<file path="config.mk">
export PLATFORM = sky130hd
export DESIGN_NAME = mips_mem_arbiter
export DESIGN_NICKNAME = d
export VERILOG_FILES = /design/src/rtl/mips_mem_arbiter.sv
export SDC_FILE = /design/constraint.sdc
export NUM_CORES = 1
export LEC_CHECK = 0
export BUFFER_PORTS_ARGS = -buffer_cell sky130_fd_sc_hd__buf_2
export CAP_MARGIN = 20
export CORE_UTILIZATION = 47
export DETAILED_ROUTE_END_ITERATION = 8
export GPL_TIMING_DRIVEN = 0
export PLACE_DENSITY = 0.81
export SETUP_SLACK_MARGIN = 0.15
export SLEW_MARGIN = 20
export SYNTH_ARGS = -nofsm -noshare
export SYNTH_HDL_FRONTEND = slang
export SYNTH_SLANG_ARGS = --single-unit
export TNS_END_PERCENT = 30
</file>
<file path="constraint.sdc">
create_clock -name clk -period 2.6 [get_ports clk]
set_input_delay 0.52 -clock clk [delete_from_list [all_inputs] [get_ports clk]]
set_output_delay 0.52 -clock clk [all_outputs]
set_load 0.01 [all_outputs]
</file>
<file path="src/rtl/mips_mem_arbiter.sv">
// -----------------------------------------------------------------------------
// mips_mem_arbiter
//
// Shares one single-ported memory between the instruction-fetch port and the
// data port of a MIPS core. One transaction runs at a time through a
// three-state FSM:
//   IDLE   -> ACCESS  when either port requests; the data port wins ties
//   ACCESS -> DONE    after WAIT_CYCLES memory cycles
//   DONE   -> IDLE    always
// The winning port sees a one-cycle ack in DONE. Read data is captured on the
// ACCESS->DONE edge.
//
// Request-to-ack latency is WAIT_CYCLES+1 edges. Requests can be spaced no
// closer than WAIT_CYCLES+2 cycles.
//
// Optional feature (macro FETCH_STARVE_GUARD_EN):
//   A 3-bit counter tracks consecutive data grants taken while a fetch was
//   also pending. When the counter reaches 4, the next arbitration that sees
//   a pending fetch grants the fetch. Any fetch grant clears the counter.
//   Without the macro, arbitration is strict data-port priority.
//
// Parameters
//   WAIT_CYCLES  memory cycles per access (1..15)
//   AW, DW       address / data width
//
// Ports
//   clk, rst_n        clock, asynchronous active-low reset
//   if_req_i/if_addr_i                 fetch request and address
//   if_rdata_o/if_ack_o                fetch read data, completion pulse
//   dm_req_i/dm_we_i/dm_addr_i/dm_wdata_i  data request, write enable,
//                                          address, write data
//   dm_rdata_o/dm_ack_o                data read data, completion pulse
//   mem_en_o/mem_we_o/mem_addr_o/mem_wdata_o  shared memory port
//   mem_rdata_i                        memory read data (valid while mem_en_o)
//   busy_o                             high whenever the FSM is not IDLE
// -----------------------------------------------------------------------------
module mips_mem_arbiter #(
  parameter int WAIT_CYCLES = 2,
  parameter int AW          = 32,
  parameter int DW          = 32
) (
  input  logic          clk,
  input  logic          rst_n,
  // fetch port
  input  logic          if_req_i,
  input  logic [AW-1:0] if_addr_i,
  output logic [DW-1:0] if_rdata_o,
  output logic          if_ack_o,
  // data port
  input  logic          dm_req_i,
  input  logic          dm_we_i,
  input  logic [AW-1:0] dm_addr_i,
  input  logic [DW-1:0] dm_wdata_i,
  output logic [DW-1:0] dm_rdata_o,
  output logic          dm_ack_o,
  // shared memory port
  output logic          mem_en_o,
  output logic          mem_we_o,
  output logic [AW-1:0] mem_addr_o,
  output logic [DW-1:0] mem_wdata_o,
  input  logic [DW-1:0] mem_rdata_i,
  // status
  output logic          busy_o
);

  typedef enum logic [1:0] {
    ST_IDLE   = 2'd0,
    ST_ACCESS = 2'd1,
    ST_DONE   = 2'd2
  } state_e;

  // Final value of the wait counter. The counter is 4 bits and WAIT_CYCLES is
  // at most 15, so the counter never wraps within a transaction.
  localparam logic [3:0] CNT_LAST = 4'(WAIT_CYCLES - 1);

  state_e        state_q, state_d;
  logic [3:0]    cnt_q, cnt_d;
  logic          gnt_dm_q, gnt_dm_d;   // 1: data port owns the transaction
  logic          we_q, we_d;
  logic [AW-1:0] addr_q, addr_d;
  logic [DW-1:0] wdata_q, wdata_d;
  logic [DW-1:0] if_rdata_q, if_rdata_d;
  logic [DW-1:0] dm_rdata_q, dm_rdata_d;

  logic          any_req;
  logic          force_fetch;          // starvation guard overrides priority
  logic          pick_dm;              // data port wins this arbitration
  logic          grant;                // arbitration happens this cycle

  assign any_req = if_req_i | dm_req_i;
  assign grant   = (state_q == ST_IDLE) && any_req;

`ifdef FETCH_STARVE_GUARD_EN
  // Consecutive data grants taken while a fetch was also waiting.
  logic [2:0] starve_q, starve_d;

  assign force_fetch = if_req_i && (starve_q == 3'd4);

  always_comb begin
    starve_d = starve_q;
    if (grant) begin
      if (!pick_dm) begin
        starve_d = 3'd0;
      end else if (if_req_i) begin
        starve_d = starve_q + 3'd1;
      end
    end
  end

  always_ff @(posedge clk or negedge rst_n) begin
    if (!rst_n) begin
      starve_q <= 3'd0;
    end else begin
      starve_q <= starve_d;
    end
  end
`else
  assign force_fetch = 1'b0;
`endif

  assign pick_dm = dm_req_i && !force_fetch;

  // Next-state and latch logic.
  always_comb begin
    // NOTE: every signal gets a default before the case, so no path through
    // this block can leave one unassigned and infer a latch.
    state_d    = state_q;
    cnt_d      = cnt_q;
    gnt_dm_d   = gnt_dm_q;
    we_d       = we_q;
    addr_d     = addr_q;
    wdata_d    = wdata_q;
    if_rdata_d = if_rdata_q;
    dm_rdata_d = dm_rdata_q;

    unique case (state_q)
      ST_IDLE: begin
        if (any_req) begin
          state_d = ST_ACCESS;
          cnt_d   = 4'd0;
          if (pick_dm) begin
            gnt_dm_d = 1'b1;
            we_d     = dm_we_i;
            addr_d   = dm_addr_i;
            wdata_d  = dm_wdata_i;
          end else begin
            // Fetches never write; keep write data quiet on the bus.
            gnt_dm_d = 1'b0;
            we_d     = 1'b0;
            addr_d   = if_addr_i;
            wdata_d  = '0;
          end
        end
      end

      ST_ACCESS: begin
        if (cnt_q == CNT_LAST) begin
          state_d = ST_DONE;
          // Capture read data for the winner only; a data write leaves
          // dm_rdata untouched.
          if (!gnt_dm_q) begin
            if_rdata_d = mem_rdata_i;
          end else if (!we_q) begin
            dm_rdata_d = mem_rdata_i;
          end
        end else begin
          cnt_d = cnt_q + 4'd1;
        end
      end

      ST_DONE: begin
        state_d = ST_IDLE;
      end

      default: begin
        state_d = ST_IDLE;
      end
    endcase
  end

  always_ff @(posedge clk or negedge rst_n) begin
    if (!rst_n) begin
      state_q    <= ST_IDLE;
      cnt_q      <= 4'd0;
      gnt_dm_q   <= 1'b0;
      we_q       <= 1'b0;
      addr_q     <= '0;
      wdata_q    <= '0;
      if_rdata_q <= '0;
      dm_rdata_q <= '0;
    end else begin
      // NOTE: non-blocking assignments here so every register samples the
      // values from before this edge, independent of statement order.
      state_q    <= state_d;
      cnt_q      <= cnt_d;
      gnt_dm_q   <= gnt_dm_d;
      we_q       <= we_d;
      addr_q     <= addr_d;
      wdata_q    <= wdata_d;
      if_rdata_q <= if_rdata_d;
      dm_rdata_q <= dm_rdata_d;
    end
  end

  // Outputs are decoded from registered state only. Reset forces IDLE
  // asynchronously, so enables and acks drop as soon as rst_n falls.
  assign busy_o      = (state_q != ST_IDLE);
  assign mem_en_o    = (state_q == ST_ACCESS);
  assign mem_we_o    = (state_q == ST_ACCESS) && gnt_dm_q && we_q;
  assign mem_addr_o  = addr_q;
  assign mem_wdata_o = wdata_q;

  assign if_ack_o    = (state_q == ST_DONE) && !gnt_dm_q;
  assign dm_ack_o    = (state_q == ST_DONE) &&  gnt_dm_q;
  assign if_rdata_o  = if_rdata_q;
  assign dm_rdata_o  = dm_rdata_q;

endmodule

</file>
# [Word-level counts from Yosys, hierarchy flattened]
# Index checks and enable logic that the tools add are counted.
[classes] reduce_logical=13 mux=10 n_eq_ne=6 n_addsub=1 bitwise_logic=3
[ops] op="32-bit two-way mux" count=2
[ops] op="4-bit two-way mux" count=2
[ops] op="4-bit one-hot mux with 2 select lines" count=1
[ops] op="3-bit AND reduction" count=2
[ops] op="4-bit by 1-bit adder with 4-bit output, second input constant" count=1
[ops] op="4-bit by 1-bit == test with 1-bit output, second input constant" count=1
[ops] op="1-bit logical AND" count=4
[ops] op="2-bit two-way mux" count=2
[ops] op="2-bit inequality test, second input constant" count=2
[ops] op="2-bit one-hot mux with 2 select lines" count=1
[ops] op="2-bit AND reduction" count=2
[ops] op="4-bit AND reduction" count=1
[ops] op="2-bit nonzero test" count=2
[ops] op="2-bit by 1-bit == test with 1-bit output, second input constant" count=1
[ops] op="2-bit == test, second input constant" count=1
[ops] op="2-bit zero test" count=1
[ops] op="1-bit two-way mux" count=2
[ops] op="2-bit by 1-bit inequality test with 1-bit output, second input constant" count=1
[ops] op="1-bit inverter" count=2
[ops] op="1-bit zero test" count=1
[ops] op="1-bit OR" count=1
[word_totals] reg_bits=136 elab_cells=41 in_bits=133 out_inout_bits=133

# [Logic depth before layout (Yosys ltp)]
# Gate-level depths: netlist of the first run.
[depth] depth_word=3 ltp_mapped=7 ltp_nobuf=5

# [Worst setup path before layout of the first run]
# OpenSTA, ideal clock, no wires.
[synth_path] path_kind="reg2reg" start="register cnt_q[1]" end="register dm_rdata_q[10] (netlist: dm_rdata_o[10])" t_required_ns=2.475 setup_time_ns=0.125 path_stages_with_launch=8 t_arrival_ns=1.698 synth_period_minus_slack_ns=1.823 path_buffers=2 path_slack_ns=0.777 path_cell_list="dfrtp_1 -> inv_1 -> ha_1 -> nand2b_1 -> or4_4 -> buf_6 -> buf_12 -> mux2_4"
[synth_between] elab_chain_cells=2
[synth_lines] item="start: declaration" line_no="77" source="logic [3:0] cnt_q, cnt_d;"
[synth_lines] item="start signal: assignment" line_no="195" source="cnt_q <= cnt_d;"
[synth_lines] item="4-bit by 1-bit == test with 1-bit output" line_no="157" source="if (cnt_q == CNT_LAST) begin"
[synth_lines] item="4-bit AND reduction (no line)"
[synth_lines] item="end signal: assignment" line_no="201" source="dm_rdata_q <= dm_rdata_d;"
[synth_lines] item="end: declaration" line_no="83" source="logic [DW-1:0] dm_rdata_q, dm_rdata_d;"
# Every way passes these cells.
# A chain may end at the register's enable or synchronous reset.

# [Worst setup path in the final report of the first run]
[layout_path] start="register state_q[0]" end="output port busy_o"
[layout_between] elab_chain_cells=1
[layout_lines] item="start: declaration" line_no="76" source="state_e state_q, state_d;"
[layout_lines] item="start signal: assignment" line_no="194" source="state_q <= state_d;"
[layout_lines] item="2-bit nonzero test" line_no="207" source="assign busy_o = (state_q != ST_IDLE);"
[layout_lines] item="end: declaration" line_no="63" source="output logic busy_o"
# Every way passes these cells.

==> results of run 1 <==
-- cells in the mapped netlist (3+ instances only) --
cell type / instances / area (sq um)
o21ai_0: 69 / 345.3
dfrtp_1: 136 / 3403
buf_6: 4 / 45.04
mux2_4: 60 / 900.9
mux2_2: 4 / 45.04
mux2i_1: 35 / 350.3
clkbuf_1: 15 / 56.30
buf_2: 4 / 20.02
buf_1: 3 / 11.26
buf_12: 3 / 60.06
a22o_1: 33 / 289.0
inv_1: 3 / 11.26
-- power groups by stage --
stage / logic (mW) / clock network [mW] / registers [mW]
after floorplan: 2.03 / 0 / 4.15
after global placement: 3.99 / 0 / 3.68
after detailed placement: 4.11 / 0 / 3.75
after CTS: 4.15 / 2.59 / 3.75
after global routing: 4.44 / 2.70 / 3.88
final: 4.12 / 2.55 / 3.76
-- timing repair --
action                                  CTS  global route
hold endpoints to repair                 38             0
hold buffers                              1             0
endpoints found under the setup margin    0             0
-- cells in the final DEF (no fill, tap or decap), types with 2 or more instances in the layout --
master,n
buf_2,267
dfrtp_1,136
o21ai_0,69
mux2_4,60
mux2i_1,35
a22o_1,33
clkbuf_16,17
clkbuf_1,16
buf_6,4
mux2_2,4
clkinvlp_4,4
bufinv_16,4
inv_1,3
buf_12,3
buf_1,3
clkbuf_8,3
nor2_1,2
nor3b_1,2
nand2b_1,2
nand2_1,2
ha_1,2
clkinv_2,2
-- registers in the layout, summed over array words and instances, names as in the netlist --
signal and cells:
dm_rdata_o 32, if_rdata_o 32, cnt_q 4, gnt_dm_q 1
state_q 2, mem_addr_o 32, we_q 1, mem_wdata_o 32
-- worst max-delay path, delay by kind of cell (launching register included) --
family,cells,cell delay [ps]
buf+inv,3,820
flops,1,430
simple gates,1,120
-- layer usage --
metal	wire, microns	track usage	up-vias
li1	-	-	1984
met1	5887	0.2860	2118
met2	7496	0.4282	190
met3	1105	0.07613	10
met4	161	0.08089	0
met5	0	0	-
-- how the worst min path moves through the flow --
stage                        start         endpoint  slack (ps)  cells after the start
floorplan                    rst_n         cnt_q[0]         220                      0
global placement          cnt_q[3]         cnt_q[3]         450                      1
detailed placement           rst_n   dm_rdata_o[10]         410                      1
CTS                 dm_wdata_i[14]  mem_wdata_o[14]         320                      2
global route         dm_wdata_i[2]   mem_wdata_o[2]         320                      2
finish              dm_wdata_i[14]  mem_wdata_o[14]         340                      2
-- final cells by class --
class | count | area [sq um]
repair buffers | 266 | 1369
flip-flops and latches | 136 | 3403
clock inverters | 11 | 168.9
inverters | 3 | 11.26
multi-input cells | 222 | 2088
fillers | 854 | 3731
well taps | 143 | 178.9
plain buffers | 29 | 192.7
clock buffers | 21 | 470.5
-- cell families (layout without fill, tap and decap cells) --
kind of cell	after synthesis	count (layout)
flip-flops	136	136
AO/OA/AOI/OAI	104	104
multiplexers	99	99
buffers and inverters	32	330
AND/OR/NAND/NOR	17	17
adder cells (fa/ha/maj)	2	2
-- stage by stage --
stage | cells | util | instance area [sq um] | hold slack, ps | setup TNS [ps]
floorplan | 390 | - | 5695 | 224.4 | 0
finish | 831 | 0.6787 | 7883 | 336.6 | 0
CTS | 831 | 0.6787 | 7883 | 315.3 | 0
detailed placement | 798 | 0.6228 | 7233 | 412.5 | 0
global route | 831 | 0.6787 | 7883 | 321.3 | 0
global placement | 797 | 0.6196 | 7196 | 447.5 | -90540
==> results by group, run 1 <==
Power
  • VDD IR max: 0.0006340 V
  • Tot Pwr: 10.43 mW
  • Internal power: 6.949 mW
  • Share of power burned in the clock network: 0.244
  • Psw: 3.484 mW
  • Power density over cell area: 1324 mW/mm^2
  • Combinational power share: 0.395
  • P_leak: 4.241 nW
  • Switch share: 0.3339
  • Sequential power share: 0.360

Critical path
  • CP max stage cell: dfrtp_1
  • Critical path class: reg -> out
  • Crit path launch type: register
  • Reg-to-Reg End: dm_rdata_o[10]
  • Crit end category: output port
  • Worst-path maximum fanout: 10
  • Setup crit start: state_q[0]
  • Worst-path cell chain: nor2_1 > inv_1 > clkbuf_1 > buf_2
  • Crit path largest cell delay: 430 ps
  • RR Startpoint: cnt_q[1]
  • CP required: 2080 ps
  • R2R Setup Slk: 670 ps
  • CP Data Arrival Time: 1780 ps
  • Worst Setup EP: busy_o
  • Cells on worst reg2reg path: 7

Logic synthesis
  • Synth Area in Compound Gates: 0.1142
  • Post-synthesis simple-gate area fraction: 0.02043
  • Synth Warn #: 0
  • Post-Synth Adder-Cell Area: 0.004394
  • Cells after Synth: 390
  • Cell Area, Synth: 0.005695 sq mm
  • FF+latch count, synth: 136
  • Post-synth ARST share: 1.000
  • Mux cell area share after synthesis: 0.2276
  • Main combinational cell family by area after synthesis: multiplexers
  • Post-Syn Nets: 525
  • Xor-xnor portion of the synthesized cell area: 0
  • Netlist cell types: 28
  • EDFF count, synth: 0
  • Mean Syn Cell Area: 14.60 sq um
  • Ys flop type: dfrtp_1
  • Post-synthesis sequential area ratio: 0.5975

Placed design
  • Detailed placement HPWL: 10.63 mm
  • Buffers on Ports: 264
  • Pre-CTS WS: 283.4 ps
  • Routability cong.: 0.7653

Timing
  • Final min period: 2298 ps
  • Final Slew Violations: 0
  • Final hold viol count: 0
  • F_max: 435.1 MHz
  • Setup slack after layout: 301.6 ps
  • Final critical-path share of the clock period: 0.8840
  • Max-Slew Margin vs Limit: 0.5149
  • Worst-case clock skew: 8.153 ps
  • RSZ-0062 raised after global routing: false
  • Finish-stage setup viols: 0
  • Least-Margin Pin Slew: 727.7 ps

CTS
  • Clk root buf: clkbuf_16
  • Clock Latency Late Sink: 410 ps
  • CTS tree: built
  • Cts repair resizes: 0
  • Post-CTS setup buffer count: 0
  • CTS H-tree depth: 4
  • Worst-path clk slew: 50 ps
  • Sink Count: 136
  • Max Buffers Root-to-Sink: 2
  • Cts bufs inserted: 17

Global route
  • Number of global-route vias before repair: 4637
  • GRT Util Overall: 0.2445
  • Pin count of the biggest net entering global routing: 99
  • First-pass GRT wire length: 23.62 mm
  • Initial antenna violation count: 0
  • Grt total ovfl: 0

Outcome
  • Outcome: finished with violations
  • Failing checks: DRC

Job
  • Max-Cap Viols: 0

Detailed routing
  • Vias per inst: 5.177
  • Post-route DRC: 19
  • Post-Route WL: 14.65 mm
  • WL/cell: 17.63 microns
  • DR vias: 4302
  • Post-DRT Antenna Nets: 0
  • Pre-antenna DRT Iters: 8
  • DR iter-0 viols: 207

Floorplanning
  • Die W: 112.1 microns
  • Core area: 0.01161 sq mm
  • Die H: 112.1 microns
  • Ports: 266
  • Starting Density: 0.4904
  • Total die area: 0.01256 sq mm
  • Core Rows: 39

Finish
  • Final Net Count: 810
  • Share of cells above drive strength 1: 0.5451
  • Syn-to-layout area delta: 38.40%
  • Diode count: 0

Worst hold path
  • HP Class: in -> reg
Power figures use the tool's default switching activity.
==> inputs of run 2 (changes only) <==
--- a/config.mk
+++ b/config.mk
@@ -7,10 +7,11 @@
 export LEC_CHECK = 0
 export BUFFER_PORTS_ARGS = -buffer_cell sky130_fd_sc_hd__buf_2
 export CAP_MARGIN = 20
-export CORE_UTILIZATION = 47
+export CORE_UTILIZATION = 50
 export DETAILED_ROUTE_END_ITERATION = 8
 export GPL_TIMING_DRIVEN = 0
-export PLACE_DENSITY = 0.81
+export PLACE_DENSITY = 0.85
+export RECOVER_POWER = 100
 export SETUP_SLACK_MARGIN = 0.15
 export SLEW_MARGIN = 20
 export SYNTH_ARGS = -nofsm -noshare
==> constraint.sdc (replaced) <==
create_clock -name clk -period 2.8 [get_ports clk]
set_input_delay 0.56 -clock clk [delete_from_list [all_inputs] [get_ports clk]]
set_output_delay 0.56 -clock clk [all_outputs]
set_load 0.01 [all_outputs]
==> run 2 against run 1 <==
The flow finishes with violations (capacitance limit, slew limit). Clock skew fell by 1.2 ps. Clock power shrank 4%. Final cell count fell by 0.60%. Hold slack gained 47 ps. Non-clock buffer count is 1 lower. Sequential cell count stayed put. Wire length shrank 3.8%. Core utilization shrank 0.28 points. Via count rose by 0.72%. Setup slack improved by 90 ps. Critical path depth increased by 3. First-iteration DRC count shrank 23%. Critical path type is now reg -> reg. Critical endpoint is now dm_rdata_o[10]. Largest cell class unchanged.
==> results by group, run 2 (same netlist as run 1, synthesis figures left out) <==
Outcome
  • Outcome: finished with violations
  • Failing checks: capacitance limit, slew limit

Detailed routing
  • Pre-antenna DRT Iters: 4
  • Post-Route WL: 14.09 mm
  • Post-DRT Antenna Nets: 0
  • Vias per inst: 5.246
  • Post-route DRC: 0
  • DR iter-0 viols: 159
  • DR vias: 4333
  • WL/cell: 17.06 microns

Placed design
  • Buffers on Ports: 264
  • Cell count after placement: 795
  • Detailed placement HPWL: 10.44 mm
  • Routability cong.: 0.7946
  • Pre-CTS WS: 470.5 ps

CTS
  • Sink Count: 136
  • Clock Latency Late Sink: 400 ps
  • Post-CTS setup buffer count: 0
  • Worst-path clk slew: 60 ps
  • CTS tree: built
  • CTS H-tree depth: 4
  • Cts repair resizes: 0
  • Cts bufs inserted: 17
  • Hold buffers post-CTS: 0
  • Clk root buf: clkbuf_16
  • Max Buffers Root-to-Sink: 2

Finish
  • Commonest non-fill, non-tap cell in the layout: clkbuf_1
  • Most frequent cells in the layout: clkbuf_1 (159), dfrtp_1 (136), buf_2 (130), o21ai_0 (69), mux2_1 (51)
  • Fin cells: 826
  • Diode count: 0
  • Multi-input logic area: 0.001894 sq mm
  • Fin util: 0.6759
  • Syn-to-layout area delta: 30.34%
  • Filler cell count: 927
  • Final Net Count: 809
  • Share of cells above drive strength 1: 0.2624
  • Register area: 0.003403 sq mm

Floorplanning
  • Die H: 108.7 microns
  • Total die area: 0.01182 sq mm
  • Core area: 0.01098 sq mm
  • Core Rows: 38
  • Starting Density: 0.5186
  • Die W: 108.7 microns
  • Ports: 266

Global route
  • GRT Util Overall: 0.2424
  • Initial antenna violation count: 0
  • Grt total ovfl: 0
  • Number of global-route vias before repair: 4478
  • First-pass GRT wire length: 21.82 mm
  • Pin count of the biggest net entering global routing: 77

Timing
  • Setup slack after layout: 391.3 ps
  • Worst-case clock skew: 6.969 ps
  • F_max: 415.2 MHz
  • Final hold viol count: 0
  • Final Slew Violations: 61
  • Finish-stage setup viols: 0
  • RSZ-0062 raised after global routing: false
  • Final critical-path share of the clock period: 0.8602
  • Max-Slew Margin vs Limit: -0.01849
  • Least-Margin Pin Slew: 1528 ps
  • Final min period: 2409 ps

Power
  • Switch share: 0.3565
  • Power density over cell area: 1213 mW/mm^2
  • VDD IR max: 0.0005862 V
  • Internal power: 5.793 mW
  • P_leak: 3.503 nW
  • Psw: 3.209 mW
  • Sequential power share: 0.388
  • Share of power burned in the clock network: 0.271
  • Combinational power share: 0.341

Critical path
  • CP required: 3070 ps
  • Crit path launch type: register
  • Critical path class: reg -> reg
  • Crit end category: register
  • Worst-path maximum fanout: 10
  • CP Data Arrival Time: 2680 ps

Worst hold path
  • HP Class: in -> reg

Job
  • Max-Cap Viols: 1
-- run 2: area by class of cell --
class                           instances  share of cell area
Timing Repair Buffer                  265              0.1593
Buffer                                 29             0.01466
Clock inverter                         14             0.03000
Clock buffer                           17             0.05731
Inverter                                3            0.001517
Tap cell                              140             0.02360
Sequential cell                       136              0.4585
Multi-Input combinational cell        222              0.2552
-- run 2: path summary, 6_finish.rpt --
path | cells after the start | slack (ps) | to | startpoint
max | 7 | 390 | dm_rdata_o[10] | cnt_q[1]
min | 2 | 380 | mem_wdata_o[15] | dm_wdata_i[15]
max reg2reg | 7 | 390 | dm_rdata_o[10] | cnt_q[1]
min reg2reg | 1 | 490 | cnt_q[3] | cnt_q[3]
max in group asynchronous | 2 | 1230 | mem_wdata_o[16] | rst_n
min in group asynchronous | 1 | 540 | if_rdata_o[9] | rst_n
-- run 2: layer usage --
metal  wire [microns]  global-route usage
met1             5634              0.2788
met5                0                   0
met2             7230              0.4299
met3              997             0.07173
met4              225             0.08012
-- run 2: metrics by stage --
stage	setup TNS [ps]	instance area, sq um	power, mW	hold slack, ps
detailed placement	0	7229	7.298	477.9
CTS	0	7878	9.799	87.96
global route	0	7423	9.599	357.6
floorplan	0	5695	5.735	264.4
global placement	-66800	7192	7.111	445.5
finish	0	7423	9.002	383.2
-- run 2: power groups by stage --
stage | Clock, mW | Sequential [mW] | Combinational [mW]
floorplan | 0 | 3.85 | 1.88
global placement | 0 | 3.41 | 3.70
detailed placement | 0 | 3.48 | 3.82
CTS | 2.48 | 3.48 | 3.84
global route | 2.59 | 3.62 | 3.39
finish | 2.44 | 3.49 | 3.07
-- run 2: critical path: stages, from the launching register on --
cell	delay [ps]
dfrtp_1	400
inv_1	60
ha_1	130
nand2b_1	100
or4_2	620
clkbuf_1	190
clkbuf_1	340
mux2_1	430
==> inputs of run 3 (changes only) <==
--- a/config.mk
+++ b/config.mk
@@ -10,7 +10,7 @@
 export CORE_UTILIZATION = 50
 export DETAILED_ROUTE_END_ITERATION = 8
 export GPL_TIMING_DRIVEN = 0
-export PLACE_DENSITY = 0.85
+export PLACE_DENSITY = 0.94
 export RECOVER_POWER = 100
 export SETUP_SLACK_MARGIN = 0.15
 export SLEW_MARGIN = 20
==> run 3 against run 2 <==
The run still ends with capacitance limit, slew limit left. Hold slack worse by 5.6 ps. Sequential cell count unchanged. Total power down 3.5%. Highest routed layer unchanged. Clock power decreased by 14%. Final cell count increased by 0.12%. Sequential power about the same. Combinational power barely moved. Largest power group unchanged. First-iteration DRC count is 45% higher. Clock skew up 2.9 ps. Critical path type unchanged. Clock-buffer cell count is 2 higher.
==> results by group, run 3 (same netlist as run 1, synthesis figures left out) <==
Worst hold path
  • Hold Path Cell Cnt: 2
  • HP Class: in -> reg
  • Hold wc startpoint: dm_wdata_i[28]
  • Worst Hold Path EP: mem_wdata_o[28]

Timing
  • Final Slew Violations: 65
  • Finish-stage setup viols: 0
  • Worst-case clock skew: 9.851 ps
  • Final min period: 2401 ps
  • Setup TNS Final: 0 ps
  • Max-Slew Margin vs Limit: -0.08152
  • F_max: 416.4 MHz
  • Setup slack after layout: 398.7 ps
  • Least-Margin Pin Slew: 1622 ps
  • Final hold viol count: 0
  • RSZ-0062 raised after global routing: false
  • Final critical-path share of the clock period: 0.8576

Floorplanning
  • Die H: 108.7 microns
  • Core area: 0.01098 sq mm
  • Core Rows: 38
  • Total die area: 0.01182 sq mm
  • Starting Density: 0.5186
  • Ports: 266
  • Die W: 108.7 microns

Finish
  • Commonest non-fill, non-tap cell in the layout: clkbuf_1
  • Share of cells above drive strength 1: 0.2620
  • Final Net Count: 809
  • Syn-to-layout area delta: 28.84%
  • Most frequent cells in the layout: clkbuf_1 (163), dfrtp_1 (136), buf_2 (130), o21ai_0 (69), mux2_1 (51)
  • Diode count: 0

Power
  • Combinational power share: 0.355
  • Share of power burned in the clock network: 0.241
  • VDD IR max: 0.0005969 V
  • Internal power: 5.459 mW
  • P_leak: 3.463 nW
  • Psw: 3.224 mW
  • Sequential power share: 0.404
  • Switch share: 0.3713
  • Power density over cell area: 1183 mW/mm^2

Detailed routing
  • Vias per inst: 5.260
  • Post-DRT Antenna Nets: 0
  • Post-route DRC: 0
  • DR iter-0 viols: 230
  • DR vias: 4350
  • Post-Route WL: 14.46 mm
  • WL/cell: 17.49 microns
  • Pre-antenna DRT Iters: 4

Critical path
  • Worst-path maximum fanout: 10
  • RR Startpoint: cnt_q[1]
  • CP max stage cell: or4_2
  • CP required: 3070 ps
  • CP Data Arrival Time: 2680 ps
  • Crit path largest cell delay: 620 ps
  • Setup crit start: cnt_q[1]
  • WP buf/inv: 3
  • Cells on worst reg2reg path: 7
  • Stages on worst setup path: 7
  • Crit end category: register
  • Crit path launch type: register
  • Reg-to-Reg End: dm_rdata_o[22]
  • Critical path's top delay family: simple AND/OR/NAND/NOR gates
  • Critical path class: reg -> reg
  • Crit-path most repeated cell: clkbuf_1
  • Worst-path cell chain: inv_1 > ha_1 > nand2b_1 > or4_2 > clkbuf_1 > clkbuf_1 > mux2_1
  • R2R Setup Slk: 400 ps

Global route
  • Pin count of the biggest net entering global routing: 73
  • First-pass GRT wire length: 22.48 mm
  • Grt total ovfl: 0
  • GRT Util Overall: 0.2511
  • Number of global-route vias before repair: 4486
  • Initial antenna violation count: 0

Placed design
  • Pre-CTS WS: 334.3 ps
  • Buffers on Ports: 264
  • Detailed placement HPWL: 10.61 mm
  • Routability cong.: 0.7937

CTS
  • Worst-path clk slew: 60 ps
  • Cts repair resizes: 0
  • Sink Count: 136
  • Clk root buf: clkbuf_16
  • CTS tree: built
  • Cts bufs inserted: 17
  • CTS H-tree depth: 4
  • Clock Latency Late Sink: 400 ps
  • Hold buffers post-CTS: 0
  • Post-CTS setup buffer count: 0
  • Max Buffers Root-to-Sink: 2

Outcome
  • Outcome: finished with violations
  • Failing checks: capacitance limit, slew limit

Job
  • Max-Cap Viols: 1
## run 3: changes by cell type in the layout (fill, tap and decap cells not counted), sizes merged
cell,change
clkbuf,+5
clkinv,+2
clkinvlp,+1
bufinv,-4
buf,-3
## run 3: final cells by class
class                   instances  area [sq um]
well taps                     140         175.2
repair buffers                265          1182
plain buffers                  29         108.9
fillers                       927          3645
flip-flops and latches        136          3403
clock inverters                13         120.1
clock buffers                  19         442.9
multi-input cells             222          1894
inverters                       3         11.26
## run 3: routing by layer
layer  vias up  share of wire  GRT usage
met3        20          0.063    0.06276
li1       1991              -          -
met1      2136           0.40     0.2978
met5         -              0          0
met2       203           0.52     0.4435
met4         0          0.016    0.08398
## run 3: worst max path at each step
stage | slack, ps | endpoint
floorplan | 980 | dm_rdata_o[10]
global placement | -390 | mem_wdata_o[12]
detailed placement | 330 | mem_addr_o[0]
CTS | 490 | busy_o
global route | 280 | dm_rdata_o[22]
finish | 400 | dm_rdata_o[22]
## run 3: worst reg2reg max path: stages, from the launching register on
cell and delay, ps:
dfrtp_1 400, inv_1 70, ha_1 130, nand2b_1 100, or4_2 620, clkbuf_1 190
clkbuf_1 340, mux2_1 430
## run 3: power groups by stage
stage | Sequential, mW | Combinational [mW] | Clock [mW]
2_1_floorplan | 3.85 | 1.88 | 0
3_3_place_gp | 3.41 | 3.68 | 0
3_5_place_dp | 3.49 | 3.81 | 0
4_1_cts | 3.49 | 3.84 | 2.13
5_1_grt | 3.62 | 3.40 | 2.23
6_report | 3.51 | 3.08 | 2.09
## run 3: per-stage QoR
step	power, mW	hold WS (ps)	std cells	util	area, sq um
2_1_floorplan	5.735	264.4	390	-	5695
3_3_place_gp	7.089	446.7	794	0.6548	7192
3_5_place_dp	7.305	478.0	795	0.6579	7226
4_1_cts	9.459	151.6	827	0.7092	7789
5_1_grt	9.255	361.9	827	0.6681	7338
6_report	8.683	377.6	827	0.6681	7338
